===== src/rtl/branch_resolve_if.sv =====
// ---------------------------------------------------------------------------
// branch_resolve_if
//   Bundles the fetch-side push channel, the execute-side resolve channel and
//   every result/status output of branch_resolve.
//   master : the fetch/execute environment. It drives push_* and resolve_* and
//            observes the redirect, training, status and statistics outputs.
//   slave  : branch_resolve itself.
// ---------------------------------------------------------------------------
interface branch_resolve_if;
    // push channel (fetch)
    logic        push;
    logic        push_is_jal;
    logic        push_predict;
    logic [31:0] push_target;
    logic [31:0] push_fallthrough;
    // resolve channel (execute)
    logic        resolve;
    logic        resolve_taken;
    logic [31:0] resolve_target;
    // queue status
    logic        full;
    logic        empty;
    // redirect and predictor training
    logic        redirect;
    logic [31:0] redirect_pc;
    logic        train_branch;
    logic        train_result;
    // sticky error flags and statistics
    logic        overflow;
    logic        underflow;
    logic [31:0] stat_branches;
    logic [31:0] stat_mispredicts;

    modport master (
        output push, push_is_jal, push_predict, push_target, push_fallthrough,
        output resolve, resolve_taken, resolve_target,
        input  full, empty, redirect, redirect_pc, train_branch, train_result,
        input  overflow, underflow, stat_branches, stat_mispredicts
    );

    modport slave (
        input  push, push_is_jal, push_predict, push_target, push_fallthrough,
        input  resolve, resolve_taken, resolve_target,
        output full, empty, redirect, redirect_pc, train_branch, train_result,
        output overflow, underflow, stat_branches, stat_mispredicts
    );
endinterface


===== src/rtl/branch_resolve.sv =====
// ---------------------------------------------------------------------------
// branch_resolve
//   In-order queue of branch/JAL predictions between fetch and execute.
//   Fetch pushes each prediction. Execute resolves the oldest one. On a
//   wrong prediction the block pulses redirect with the corrected PC and
//   flushes every younger (wrong-path) entry. Conditional branches produce a
//   training pulse for the predictor. Hit/mispredict statistics are kept.
// Ports
//   clk  : rising-edge clock
//   rst  : asynchronous active-low reset
//   bus  : branch_resolve_if.slave carrying push, resolve, redirect, training,
//          status and statistics signals
// ---------------------------------------------------------------------------
module branch_resolve #(
    parameter int DEPTH = 4,
    parameter int AW    = $clog2(DEPTH)
) (
    input  logic             clk,
    input  logic             rst,
    branch_resolve_if.slave  bus
);

    typedef struct packed {
        logic        is_jal;
        logic        predict;
        logic [31:0] target;
        logic [31:0] fallthrough;
    } entry_t;

    entry_t        mem [DEPTH];
    logic [AW-1:0] wr_ptr;
    logic [AW-1:0] rd_ptr;
    logic [AW:0]   count;

    logic        full;
    logic        empty;
    logic        do_pop;
    logic        do_push;
    logic        mispredict;
    logic        trains;
    logic [31:0] correct_pc;
    entry_t      head;
    entry_t      new_entry;

    logic        redirect_q;
    logic [31:0] redirect_pc_q;
    logic        train_branch_q;
    logic        train_result_q;
    logic        overflow_q;
    logic        underflow_q;
    logic [31:0] stat_branches_q;
    logic [31:0] stat_mispredicts_q;

    assign full  = (count == (AW+1)'(DEPTH));
    assign empty = (count == '0);

    assign head      = mem[rd_ptr];
    assign new_entry = '{is_jal:      bus.push_is_jal,
                         predict:     bus.push_predict,
                         target:      bus.push_target,
                         fallthrough: bus.push_fallthrough};

    // Resolve / mispredict decode on the head entry.
    always_comb begin
        do_pop     = bus.resolve && !empty;
        mispredict = 1'b0;
        trains     = 1'b0;
        correct_pc = bus.resolve_taken ? bus.resolve_target : head.fallthrough;
        if (do_pop) begin
            trains     = !head.is_jal;
            mispredict = (head.predict != bus.resolve_taken) ||
                         (head.predict && bus.resolve_taken &&
                          (head.target != bus.resolve_target));
        end
        // A pop frees a slot this cycle, so a full queue still accepts the
        // push. A mispredict makes any same-cycle push wrong-path.
        do_push = bus.push && (!full || do_pop) && !mispredict;
    end

    // NOTE: the entry storage has no reset; pointers and count define which
    // slots are valid, so clearing the array would only cost flops.
    always_ff @(posedge clk) begin
        if (do_push) begin
            mem[wr_ptr] <= new_entry;
        end
    end

    always_ff @(posedge clk or negedge rst) begin
        if (!rst) begin
            wr_ptr <= '0;
            rd_ptr <= '0;
            count  <= '0;
        end else if (mispredict) begin
            wr_ptr <= '0;
            rd_ptr <= '0;
            count  <= '0;
        end else begin
            if (do_push) wr_ptr <= wr_ptr + AW'(1);
            if (do_pop)  rd_ptr <= rd_ptr + AW'(1);
            unique case ({do_push, do_pop})
                2'b10:   count <= count + (AW+1)'(1);
                2'b01:   count <= count - (AW+1)'(1);
                default: count <= count;
            endcase
        end
    end

    always_ff @(posedge clk or negedge rst) begin
        if (!rst) begin
            redirect_q         <= 1'b0;
            redirect_pc_q      <= '0;
            train_branch_q     <= 1'b0;
            train_result_q     <= 1'b0;
            overflow_q         <= 1'b0;
            underflow_q        <= 1'b0;
            stat_branches_q    <= '0;
            stat_mispredicts_q <= '0;
        end else begin
            redirect_q     <= mispredict;
            train_branch_q <= trains;
            if (mispredict) begin
                redirect_pc_q      <= correct_pc;
                stat_mispredicts_q <= stat_mispredicts_q + 32'd1;
            end
            if (trains) begin
                train_result_q  <= bus.resolve_taken;
                stat_branches_q <= stat_branches_q + 32'd1;
            end
            // A push dropped as wrong-path is not an overflow.
            if (bus.push && full && !do_pop) overflow_q <= 1'b1;
            if (bus.resolve && empty)        underflow_q <= 1'b1;
        end
    end

    assign bus.full             = full;
    assign bus.empty            = empty;
    assign bus.redirect         = redirect_q;
    assign bus.redirect_pc      = redirect_pc_q;
    assign bus.train_branch     = train_branch_q;
    assign bus.train_result     = train_result_q;
    assign bus.overflow         = overflow_q;
    assign bus.underflow        = underflow_q;
    assign bus.stat_branches    = stat_branches_q;
    assign bus.stat_mispredicts = stat_mispredicts_q;

endmodule


===== src/flat_wrapper.sv =====
// flat-port wrapper written by rule: the top's interface ports become plain ports
module branch_resolve_flat 
#(
    parameter int DEPTH = 4,
    parameter int AW    = $clog2(DEPTH)
)
  (clk, rst, bus_push, bus_push_is_jal, bus_push_predict, bus_push_target, bus_push_fallthrough, bus_resolve, bus_resolve_taken, bus_resolve_target, bus_full, bus_empty, bus_redirect, bus_redirect_pc, bus_train_branch, bus_train_result, bus_overflow, bus_underflow, bus_stat_branches, bus_stat_mispredicts);
  branch_resolve_if bus_i ();
  input  logic clk;
  input  logic rst;
  input wire logic [$bits(bus_i.push)-1:0] bus_push;
  input wire logic [$bits(bus_i.push_is_jal)-1:0] bus_push_is_jal;
  input wire logic [$bits(bus_i.push_predict)-1:0] bus_push_predict;
  input wire logic [$bits(bus_i.push_target)-1:0] bus_push_target;
  input wire logic [$bits(bus_i.push_fallthrough)-1:0] bus_push_fallthrough;
  input wire logic [$bits(bus_i.resolve)-1:0] bus_resolve;
  input wire logic [$bits(bus_i.resolve_taken)-1:0] bus_resolve_taken;
  input wire logic [$bits(bus_i.resolve_target)-1:0] bus_resolve_target;
  output wire logic [$bits(bus_i.full)-1:0] bus_full;
  output wire logic [$bits(bus_i.empty)-1:0] bus_empty;
  output wire logic [$bits(bus_i.redirect)-1:0] bus_redirect;
  output wire logic [$bits(bus_i.redirect_pc)-1:0] bus_redirect_pc;
  output wire logic [$bits(bus_i.train_branch)-1:0] bus_train_branch;
  output wire logic [$bits(bus_i.train_result)-1:0] bus_train_result;
  output wire logic [$bits(bus_i.overflow)-1:0] bus_overflow;
  output wire logic [$bits(bus_i.underflow)-1:0] bus_underflow;
  output wire logic [$bits(bus_i.stat_branches)-1:0] bus_stat_branches;
  output wire logic [$bits(bus_i.stat_mispredicts)-1:0] bus_stat_mispredicts;
  assign bus_i.push = bus_push;
  assign bus_i.push_is_jal = bus_push_is_jal;
  assign bus_i.push_predict = bus_push_predict;
  assign bus_i.push_target = bus_push_target;
  assign bus_i.push_fallthrough = bus_push_fallthrough;
  assign bus_i.resolve = bus_resolve;
  assign bus_i.resolve_taken = bus_resolve_taken;
  assign bus_i.resolve_target = bus_resolve_target;
  assign bus_full = bus_i.full;
  assign bus_empty = bus_i.empty;
  assign bus_redirect = bus_i.redirect;
  assign bus_redirect_pc = bus_i.redirect_pc;
  assign bus_train_branch = bus_i.train_branch;
  assign bus_train_result = bus_i.train_result;
  assign bus_overflow = bus_i.overflow;
  assign bus_underflow = bus_i.underflow;
  assign bus_stat_branches = bus_i.stat_branches;
  assign bus_stat_mispredicts = bus_i.stat_mispredicts;
  branch_resolve #(.DEPTH(DEPTH), .AW(AW)) u_core (.clk(clk), .rst(rst), .bus(bus_i));
endmodule

===== config.mk =====
export PLATFORM = sky130hd
export DESIGN_NAME = branch_resolve_flat
export DESIGN_NICKNAME = d
export VERILOG_FILES = /design/src/rtl/branch_resolve_if.sv /design/src/rtl/branch_resolve.sv /design/src/flat_wrapper.sv
export SDC_FILE = /design/constraint.sdc
export NUM_CORES = 1
export LEC_CHECK = 0
export CORE_ASPECT_RATIO = 1.5
export CORE_MARGIN = 8
export CORE_UTILIZATION = 55
export DETAILED_ROUTE_END_ITERATION = 8
export PLACE_DENSITY = 0.8
export SYNTH_ARGS = -nofsm -noshare
export SYNTH_HDL_FRONTEND = slang
export SYNTH_SLANG_ARGS = --single-unit

===== constraint.sdc =====
create_clock -name clk -period 5.3 [get_ports clk]
set_input_delay 0.53 -clock clk [delete_from_list [all_inputs] [get_ports clk]]
set_output_delay 0.53 -clock clk [all_outputs]
set_load 0.05 [all_outputs]

# Word level (Yosys, flattened, before mapping)
# Memory sizes are Yosys's and may differ from the RTL's.
# Index checks and enable logic that the tools add are counted.
# totals
n_memories	1
word_cells	53
inputBits	103
ramBits	264
regBits	108
# memory_table
memory	words	word_bits	read_ports	rd_clocked_by_memory_dff	write_ports	line	rtl
u_core.mem	4	66	1	0	1	branch_resolve.sv:30	entry_t mem [DEPTH];
# classes
addsub	6
eq_ne	5
n_reduce_logical	19
muxes	11
# op_table
operator	n
$add 32x1->32 const B	2
$mux 32	1
$ne 32x32->1	1
$logic_and 1x1->1	8
$mux 2	4
$pmux 3 s2	1
$logic_not 1->1	5
$add 2x1->2 const B	2
$mux 1	4
$reduce_bool 2->1	2
$add 3x1->3 const B	1
$eq 3x3->1 const B	1
$logic_not 3->1	1
$mux 3	1
$reduce_bool 3->1	1
$sub 3x1->3 const B	1
$eq 2x1->1 const B	1
$eq 2x2->1 const B	1
$logic_or 1x1->1	2
$ne 1x1->1	1

# Longest topological paths before layout
# Gate-level depths: netlist of run 1.
# An unclocked memory read counts as a cell.
# depth
word_depth	10
ltp_mapped	16
ltp_nobuf	13

# Worst setup path after synthesis of run 1
# No wires, ideal clock.
# synth_timing
path_kind	register to register
from	reg u_core.rd_ptr[0]
to	mem u_core.mem[1][0] (netlist bit) (enable)
t_required_ps	4869
setup_slack_ps	595
path_stages_with_launch	10
arrival_ps	4274
path_cell_list	dfrtp_1 > buf_2 > buf_2 > buf_1 > mux4_2 > ha_1 > buf_1 > o21ai_4 > buf_2 > and3_1
# synth_between
elab_chain_len	9
# synth_rtl
element	line	rtl
from (decl)	branch_resolve.sv:32	logic [AW-1:0] rd_ptr;
from (signal assigned)	branch_resolve.sv:99	if (do_pop) rd_ptr <= rd_ptr + AW'(1);
$mem_v2 4x66 *	-	
$ne 32x32->1 or $logic_and 1x1->1 (tied branches)	branch_resolve.sv:73, branch_resolve.sv:72	
$logic_and 1x1->1	branch_resolve.sv:72	(head.predict && bus.resolve_taken &&
$logic_or 1x1->1 *	branch_resolve.sv:71	mispredict = (head.predict != bus.resolve_taken) ||
$mux 1 *	branch_resolve.sv:69	if (do_pop) begin
$logic_not 1->1 *	branch_resolve.sv:77	do_push = bus.push && (!full || do_pop) && !mispredict;
$logic_and 1x1->1 *	branch_resolve.sv:77	
$mux 1 *	branch_resolve.sv:83	if (do_push) begin
$mux 1 (implied by the code) *	branch_resolve.sv:84	mem[wr_ptr] <= new_entry;
to (decl)	branch_resolve.sv:30	
# Every way passes the cells marked *; elsewhere a longest branch is shown, timed or not.

# Worst setup path in the final report of run 1
# layout_timing
from	reg u_core.rd_ptr[0]
to	mem u_core.mem[0][16] (netlist bit) (enable)
# Same word-level chain as after synthesis.

==> results of run 1 <==
==> synthesized netlist by cell type (13+ instances only) <==
library cell	count	area [sq um]
o2111ai_1	17	148.9
nor2_1	19	71.32
mux4_2	66	1486
nand4_1	17	106.4
clkbuf_1	19	71.32
nand3_1	14	70.07
and3_1	28	175.2
mux2_2	65	732.0
nand2_1	18	67.56
xor2_1	14	122.6
o211ai_1	13	97.59
xnor2_1	84	735.7
edfxtp_1	264	7928
dfrtp_1	108	2703
==> path summary, 6_finish.rpt <==
kind	end	slack, ns	cells after the start
min in group clk	u_core.bus.underflow	0.46	1
worst min register to register	u_core.bus.underflow	0.46	1
worst min-delay path	u_core.bus.redirect_pc[14]	0.07	1
worst max register to register	u_core.mem[0][16]	0.96	10
worst max-delay path	u_core.mem[0][16]	0.96	10
max in group asynchronous	u_core.rd_ptr[1]	3.95	2
==> worst register-to-register path: stages, from the launching register on <==
cell      delay, ns
dfrtp_4        0.90
buf_4          0.34
mux4_2         0.54
xnor2_1        0.18
nand4_1        0.20
nor4_1         0.38
a21boi_2       0.13
o21ai_4        0.16
buf_4          0.29
and3_4         0.59
buf_4          0.32
==> layout by cell type, fill, tap and decap left out, types with 8 or more instances in the layout <==
cell,netlist,final
clkdlybuf4s50_1,0,203
nor2_1,19,19
nand3_1,14,14
mux2_2,65,65
dfrtp_1,108,106
ha_1,8,8
mux4_2,66,66
buf_4,5,21
clkbuf_16,0,36
o2111ai_1,17,17
and2_1,10,10
clkbuf_1,19,11
xnor2_1,84,84
nand2_1,18,18
xor2_1,14,14
nand4_1,17,17
edfxtp_1,264,264
and3_1,28,24
o211ai_1,13,13
==> cell families (layout without fill, tap and decap cells) <==
group | after synthesis | in the layout | synth area share
muxes | 135 | 135 | 0.1504
DFF | 372 | 372 | 0.7063
buffers and inverters | 44 | 299 | 0.01264
adders and majority gates | 9 | 9 | 0.007981
and+or+nand+nor | 124 | 124 | 0.04531
xor gates and xnor gates | 98 | 98 | 0.05703
AOI/OAI and AO/OA | 37 | 37 | 0.02037
==> layout make-up <==
type / instances / area (sq um)
clock buffers: 50 / 983.4
clock inverters: 14 / 138.9
fillers: 1729 / 8389
inverters: 6 / 22.52
multi-input cells: 403 / 4254
flip-flops and latches: 372 / 10640
well taps: 342 / 427.9
repair buffers: 229 / 2275
==> stage by stage <==
step	area, sq um	power (uW)
2_1_floorplan	15050	6045
3_3_place_gp	17620	6967
3_5_place_dp	17620	7051
4_1_cts	18740	9510
5_1_grt	18740	9796
6_report	18740	9424
==> routing by layer <==
metal	up-vias	wire length, microns
met5	-	0
met4	0	774
met3	55	2070
met2	291	18260
met1	4334	12980
li1	3648	-
==> sequential cells by signal, summed over array words and instances (netlist names), 2 cells and up <==
| name | count |
|---|---|
| u_core.count | 3 |
| u_core.rd_ptr | 2 |
| u_core.wr_ptr | 2 |
| u_core.bus.redirect_pc | 32 |
| u_core.mem | 264 |
| u_core.bus.stat_mispredicts | 32 |
| u_core.bus.stat_branches | 32 |
==> power by group <==
group	total (uW)	switching, uW	internal [uW]
sequential	4040	329	3710
combinational	2950	1660	1300
clock	2430	1030	1400
==> run summary, run 1 <==
status: completed
grt peak-use layer: met2
Reg-to-Reg Start: u_core.rd_ptr[0]
Slowest Stage Delay on Critical Path: 0.90 ns
final worst path period share: 0.8196
post-cts sizing count: 0
M2 GR Usage: 0.3764
Ports: 206
postcts setup bufs: 0
Pleak: 0.006591 uW
initial antenna violation count: 1
CTS Buf Count: 35
synth-to-layout area growth: 24.51%
Post-Route Hold Slack: 0.07271 ns
clock tree root buffer cell: clkbuf_16
Worst-Margin Slew: 0.7366 ns
wirelength, routed: 34090 microns
Clk pin slew, worst setup/hold paths: 0.06 ns
worst setup margin: 0.9563 ns
met1 usage: 0.2518
PortBufs: 205
Routed WL per cell: 24.07 microns
Fin. Hold Viols: 0
Cell Area, Synth: 0.01505 sq mm
Placed Cells: 1352
Die Height: 218.6 microns
# setup viols final: 0
antenna viol nets, final: 0
largest net degree at the start of global routing: 58
TritonCTS clock tree: yes
Max-slew headroom: 0.5044
CP delay by family, top: simple AND/OR/NAND/NOR gates
GRT overflow: 0
FF+latch count, synth: 372
layout cell share with drive strength beyond 1: 0.2002
Max Slew Vio Count: 0
drt pass-1 iters: 5
Detail Placement HPWL: 22910 microns
fmax: 230.2 MHz
final setup TNS: 0 ns
Synth Flop Type: edfxtp_1
H-tree depth: 2
Final Critical Period: 4.344 ns
Vias: 8328
Post-synth EDFFs: 264
Critical Path AT: 4.55 ns
sequential share of the synthesized area: 0.7063
Peak VDD IR: 0.4153 mV
Yosys cell types: 36
hold_buf cts: 0
RSZ-0062 raised after global routing: no
syn_nets: 931
CP endpoint kind: flop
Crit Path Class: flop to flop
Power Density: 502.9 mW/mm^2
Post-Layout Cell Count: 1416
DRC: 0
Gate Count Post-Synth: 819
DRT iter0 DRCs: 440
startpoint types: flop
fin util: 0.6908
Post-synth ARST share: 0.2903
worst skew pair latency: 0.52 ns
post-layout net count: 1159
grt met3 use: 0.03540
max cap viols: 0
crit-path most repeated cell: buf_4
Die W: 151.1 microns
# clock sinks: 372
worst path bufs/invs: 3
global-route wire length before repair: 52290 microns
n_diodes: 0
Slowest-stage cell, CP: dfrtp_4
Setup crit start: u_core.rd_ptr[0]
CP required: 5.51 ns
Core Area: 0.02713 sq mm
number of vias per cell: 5.881
crit-path max FO: 36
Setup Slack @ Placement: 0.8848 ns
Clock Skew: 0.01719 ns
Max Buffers Root-to-Sink: 3
CP Cell Sequence: buf_4, mux4_2, xnor2_1, nand4_1, nor4_1, a21boi_2, o21ai_4, buf_4, and3_4, buf_4
row count: 74
Post-Syn Area per Cell: 18.38 sq um
Initial Utilization: 0.5548
die area: 0.03302 sq mm
vias in the first global route: 9013
yosys warns: 0
gp weighted congestion: 0.7947
HP Class: primary input to async pin
Total GRT Usage: 0.2095
(Power assumes the default switching activity.)
==> run 2, diff against run 1 <==
Clock period 5.3 ns to 4.4 ns, I/O delays scaled along.
==> run 2 against run 1 <==
Net effect: power is 22% higher; hold slack better by 0.39 ns; combinational power increased by 24%; count of clock-buffer cells in the layout shrank 7; highest routed layer is now met5; worst setup slack worse by 0.45 ns; clock power up 27%; critical path depth increased by 4; die area stayed put; design area is 0.65% higher; critical endpoint is now u_core.count[2].
==> run summary, run 2 (synthesized netlist as in run 1, its figures left out) <==
Critical Path Sink: u_core.count[2]
Routed WL per cell: 23.53 microns (-2.2%)
Reg-to-Reg Start: u_core.rd_ptr[0]
wirelength, routed: 33350 microns (-2.2%)
worst path bufs/invs: 1 (-2)
worst skew pair latency: 0.53 ns (about the same)
CP Cell Sequence: buf_12, mux4_2, xnor2_1, nand4_1, nor4_1, a21boi_2, o21ai_4, nand2_1, ha_1, fa_1, xnor2_1, nor2_1, xor2_1, and2_1
Die W: 151.1 microns (unchanged)
synth-to-layout area growth: 25.31%
reg2reg setup slack: 0.50 ns (-0.45 ns)
Fin. Hold Viols: 0 (unchanged)
CP Depth: 14 (+4)
Max Buffers Root-to-Sink: 3 (unchanged)
Max Slew Vio Count: 0 (unchanged)
GRT overflow: 0 (unchanged)
Peak VDD IR: 0.4758 mV (+15%)
final worst path period share: 0.8854 (+0.06584)
H-tree depth: 2 (unchanged)
FF-to-FF End: u_core.count[2]
Core Area: 0.02713 sq mm (unchanged)
number of vias per cell: 5.889 (+0.13%)
Worst-Margin Slew: 0.9084 ns (+0.1718 ns)
Ports: 206 (unchanged)
DRT iter0 DRCs: 403 (-8.4%)
Clk pin slew, worst setup/hold paths: 0.07 ns (about the same)
CP delay by family, top: simple AND/OR/NAND/NOR gates
crit-path max FO: 28 (-22%)
Worst R2R Path Depth: 14 (+4)
status: completed
Crit Path Class: flop to flop
final setup TNS: 0 ns (unchanged)
RSZ-0062 raised after global routing: no
global-route wire length before repair: 51690 microns (-1.1%)
max FFs per register: 264 (unchanged)
Critical Path AT: 4.31 ns (-0.24 ns)
gp weighted congestion: 0.7808 (-1.7%)
HP Class: primary input to async pin
commonest non-fill, non-tap cells in the layout: 264 x edfxtp_1, 203 x clkdlybuf4s50_1, 106 x dfrtp_1
CP endpoint kind: flop
Post-Layout Inst Area: 0.01886 sq mm (+0.65%)
clock tree root buffer cell: clkbuf_16
fmax: 256.7 MHz (+11%)
Clock Skew: 0.02023 ns (+0.003040 ns)
PortBufs: 205 (unchanged)
TritonCTS clock tree: yes
largest net degree at the start of global routing: 45 (-22%)
CTS Buf Count: 35 (unchanged)
Initial Utilization: 0.5548 (unchanged)
Pleak: 0.006635 uW (+0.67%)
vias in the first global route: 8912 (-1.1%)
commonest non-fill, non-tap cell in the layout: edfxtp_1
Setup crit start: u_core.rd_ptr[0]
Placement Cell Area: 0.01764 sq mm (+0.16%)
antenna viol nets, final: 0 (unchanged)
Detail Placement HPWL: 22270 microns (-2.8%)
die area: 0.03302 sq mm (unchanged)
initial antenna violation count: 4 (+3)
drt pass-1 iters: 5 (unchanged)
Power Density: 610.0 mW/mm^2 (+21%)
row count: 74 (unchanged)
Slowest Stage Delay on Critical Path: 0.54 ns (-0.36 ns)
Vias: 8345 (+0.20%)
# setup viols final: 0 (unchanged)
most flop-heavy register: u_core.mem
Final Critical Period: 3.896 ns (-0.4479 ns)
# clock sinks: 372 (unchanged)
Slowest-stage cell, CP: mux4_2
Total GRT Usage: 0.2066 (-0.002897)
Max-slew headroom: 0.3931 (-0.1113)
max cap viols: 0 (unchanged)
Die Height: 218.6 microns (unchanged)
startpoint types: flop
crit-path most repeated cell: xnor2_1
layout cell share with drive strength beyond 1: 0.2052 (+0.005038)
DRC: 0 (unchanged)
CP required: 4.82 ns (-0.69 ns)
post-layout net count: 1157 (-0.17%)
-- run 2: area by class of cell --
class / instances / area (sq um)
Clock inverter: 21 / 231.5
Timing Repair Buffer: 227 / 2312
Sequential cell: 372 / 10640
Tap cell: 342 / 427.9
Inverter: 6 / 22.52
Multi-Input combinational cell: 403 / 4254
Clock buffer: 43 / 967.2
Fill cell: 1752 / 8268
Antenna cell: 3 / 7.507
-- run 2: worst min-delay path by stage --
stage | startpoint | to | slack (ns) | depth (start not counted)
finish | rst | u_core.bus.redirect_pc[21] | 0.46 | 2
global route | u_core.bus.overflow | u_core.bus.overflow | 0.47 | 1
CTS | u_core.bus.overflow | u_core.bus.overflow | 0.46 | 1
detailed placement | u_core.bus.overflow | u_core.bus.overflow | 0.45 | 1
global placement | u_core.bus.overflow | u_core.bus.overflow | 0.44 | 1
floorplan | rst | u_core.bus.overflow | 0.14 | 0
-- run 2: worst register-to-register path, cell delays in order, from the launching register on --
cell      delay (ns)
dfrtp_4         0.45
buf_12          0.25
mux4_2          0.57
xnor2_1         0.26
nand4_1         0.21
nor4_1          0.53
a21boi_2        0.16
o21ai_4         0.15
nand2_1         0.07
ha_1            0.26
fa_1            0.38
xnor2_1         0.16
nor2_1          0.06
xor2_1          0.13
and2_1          0.15
-- run 2: power breakdown --
| part | internal, uW | leakage, uW | switching [uW] |
|---|---|---|---|
| clock | 1810 | 0.000581 | 1280 |
| sequential | 4470 | 0.00381 | 300 |
| combinational | 1580 | 0.00225 | 2070 |
-- run 2: repair_timing --
action,4_1_cts,5_1_grt
endpoints found under the hold margin,42,0
setup buffers,0,0
hold buffers,1,0
gates resized for setup,0,0
-- run 2: metrics by stage --
stage	setup slack (ns)	total power [uW]	hold WS [ns]	std cells	utilization
finish	0.5042	11500	0.4580	1417	0.6952
global route	0.2933	11960	0.4688	1417	0.6952
CTS	0.4370	11630	0.4617	1414	0.6950
detailed placement	0.4928	8505	0.4476	1349	0.6504
global placement	0.5044	8410	0.4382	1349	0.6504
floorplan	0.4196	7265	0.1444	819	-
-- run 2: metal layers --
| layer | share of wire | vias up | global-route usage |
|---|---|---|---|
| met4 | 0.024 | 2 | 0.07779 |
| met1 | 0.38 | 4314 | 0.2484 |
| met2 | 0.54 | 319 | 0.3613 |
| li1 | - | 3657 | - |
| met5 | 0.00039 | - | 0 |
| met3 | 0.065 | 53 | 0.03872 |
==> run 3, diff against run 2 <==
Settings changed: CORE_UTILIZATION 55 to 57, CTS_BUF_LIST set to sky130_fd_sc_hd__clkbuf_8, CTS_CLUSTER_DIAMETER set to 200, PLACE_DENSITY 0.8 to 0.83.
==> run 3 against run 2 <==
Net effect: critical path depth is 4 lower; worst setup slack worse by 0.20 ns; non-clock buffer count is 4 higher; die area is 3.2% lower; critical path type unchanged; largest power group unchanged; highest routed layer is now met4.
==> run summary, run 3 (synthesized netlist as in run 1, its figures left out) <==
Clk pwr share: 0.238 (-0.031)
crit-path max FO: 28 (unchanged)
Worst R2R Path Depth: 10 (-4)
drt pass-1 iters: 4 (-1)
postcts setup bufs: 0 (unchanged)
CTS Buf Count: 52 (+49%)
Ports: 206 (unchanged)
final worst path period share: 0.9316 (+0.04616)
Max Buffers Root-to-Sink: 3 (unchanged)
max FFs per register: 264 (unchanged)
CP Cell Sequence: buf_4, mux4_2, xnor2_1, nand4_1, nor4_1, a21boi_2, o21ai_4, buf_4, and3_4, buf_12
row count: 73 (-1.4%)
Psw: 3638 uW (-0.24%)
commonest non-fill, non-tap cell in the layout: edfxtp_1
Initial Utilization: 0.5741 (+0.01936)
FF-to-FF End: u_core.mem[2][50]
# setup viols final: 0 (unchanged)
Max-slew headroom: 0.4835 (+0.09040)
Sw Share: 0.3287 (+0.01168)
die area: 0.03197 sq mm (-3.2%)
gp weighted congestion: 0.7845 (+0.47%)
crit-path most repeated cell: buf_4
H-tree depth: 2 (unchanged)
number of vias per cell: 5.824 (-1.1%)
post-cts sizing count: 0 (unchanged)
synth-to-layout area growth: 24.48%
final setup TNS: 0 ns (unchanged)
Crit Path Class: flop to flop
sequential share of power: 0.436 (+0.022)
startpoint types: flop
Slowest-stage cell, CP: dfrtp_4
reg2reg setup slack: 0.30 ns (-0.20 ns)
Peak VDD IR: 0.4595 mV (-3.4%)
Critical Path AT: 4.38 ns (+0.07 ns)
Core Area: 0.02621 sq mm (-3.4%)
Slowest Stage Delay on Critical Path: 0.79 ns (+0.25 ns)
Max Slew Vio Count: 0 (unchanged)
vias in the first global route: 9149 (+2.7%)
Critical Path Sink: u_core.mem[2][50]
Worst-Margin Slew: 0.7731 ns (-0.1353 ns)
Placed Cells: 1348 (-0.074%)
CP endpoint kind: flop
Total GRT Usage: 0.2142 (+0.007605)
GRT overflow: 0 (unchanged)
Reg-to-Reg Start: u_core.rd_ptr[0]
Clock Skew: 0.03837 ns (+0.01814 ns)
Pleak: 0.006665 uW (+0.45%)
Vias: 8450 (+1.3%)
CP required: 4.68 ns (-0.14 ns)
worst skew pair latency: 0.62 ns (+0.09 ns)
Die W: 148.7 microns (-1.6%)
global-route wire length before repair: 52180 microns (+0.93%)
Internal Pwr Total: 7431 uW (-5.4%)
HP Class: primary input to async pin
Comb pwr share: 0.326 (+0.009)
# clock sinks: 372 (unchanged)
fmax: 244.0 MHz (-5.0%)
Layout fillers: 1577 (-10%)
most flop-heavy register: u_core.mem
PortBufs: 205 (unchanged)
commonest non-fill, non-tap cells in the layout: 264 x edfxtp_1, 203 x clkdlybuf4s50_1, 106 x dfrtp_1
antenna viol nets, final: 0 (unchanged)
clock tree root buffer cell: clkbuf_8
Power Density: 590.8 mW/mm^2 (-3.1%)
DRT iter0 DRCs: 386 (-4.2%)
Routed WL per cell: 23.36 microns (-0.72%)
Clk pin slew, worst setup/hold paths: 0.07 ns (about the same)
wirelength, routed: 33900 microns (+1.7%)
Post-Layout Cell Count: 1451 (+2.4%)
status: completed
Post-Layout Inst Area: 0.01874 sq mm (-0.66%)
Detail Placement HPWL: 23480 microns (+5.4%)
layout cell share with drive strength beyond 1: 0.2126 (+0.007389)
Placement Cell Area: 0.01768 sq mm (+0.21%)
max cap viols: 0 (unchanged)
post-layout net count: 1178 (+1.8%)
Final Critical Period: 4.099 ns (+0.2031 ns)
Setup crit start: u_core.rd_ptr[0]
Fin. Hold Viols: 0 (unchanged)
largest net degree at the start of global routing: 56 (+24%)
Die Height: 215.0 microns (-1.6%)
RSZ-0062 raised after global routing: no
TritonCTS clock tree: yes
initial antenna violation count: 3 (-1)
DRC: 0 (unchanged)
## run 3: repair_timing
action                                  4_1_cts  5_1_grt
endpoints found under the hold margin        24        0
endpoints found under the setup margin        0        0
hold buffers                                  1        0
## run 3: power by group through the flow
| stage | Sequential [uW] | Clock, uW | Combinational [uW] |
|---|---|---|---|
| 6_report | 4830 | 2630 | 3610 |
| 5_1_grt | 4890 | 2830 | 3820 |
| 4_1_cts | 4830 | 2690 | 3650 |
| 3_5_place_dp | 4900 | 0 | 3630 |
| 3_3_place_gp | 4860 | 0 | 3560 |
| 2_1_floorplan | 5480 | 0 | 1780 |
## run 3: layer usage
| metal | track usage | wire (microns) |
|---|---|---|
| met2 | 0.3758 | 18060 |
| met4 | 0.09587 | 1229 |
| met3 | 0.04501 | 2265 |
| met1 | 0.2462 | 12350 |
| met5 | 0 | 0 |
## run 3: stage by stage
stage	hold slack [ns]	worst slack (ns)	total power [uW]	utilization
2_1_floorplan	0.1444	0.4196	7265	-
3_3_place_gp	0.3823	0.3602	8423	0.6745
3_5_place_dp	0.3872	0.2709	8524	0.6745
4_1_cts	0.2570	0.2287	11180	0.7143
5_1_grt	0.3173	0.01423	11540	0.7146
6_report	0.3042	0.3011	11070	0.7147
## run 3: cell type report
cell class | count | area (sq um) | area share
Multi-Input combinational cell | 403 | 4254 | 0.2271
Inverter | 6 | 22.52 | 0.001202
Antenna cell | 4 | 10.01 | 0.0005343
Timing Repair Buffer | 231 | 2355 | 0.1257
Clock buffer | 53 | 729.5 | 0.03893
Sequential cell | 372 | 10640 | 0.5678
Clock inverter | 45 | 305.3 | 0.01629
Tap cell | 337 | 421.7 | 0.02251
## run 3: worst min-delay path by stage
stage                     startpoint                            to  slack (ns)  cells past startpoint
after detailed placement         rst  u_core.bus.stat_branches[26]        0.39                      1
after global placement           rst  u_core.bus.stat_branches[26]        0.38                      1
final                            rst    u_core.bus.redirect_pc[15]        0.30                      2
after floorplan                  rst           u_core.bus.overflow        0.14                      0
after CTS                        rst    u_core.bus.redirect_pc[28]        0.26                      2
after global routing             rst    u_core.bus.redirect_pc[15]        0.32                      2
## run 3: critical path, delay by kind of cell, from the launching register on
| kind | cells | cell delay (ns) |
|---|---|---|
| multiplexers | 1 | 0.52 |
| AND/OR/NAND/NOR | 3 | 1.06 |
| flip-flops | 1 | 0.79 |
| AO/OA/AOI/OAI | 2 | 0.30 |
| XOR/XNOR | 1 | 0.16 |
| buffers and inverters | 3 | 0.93 |
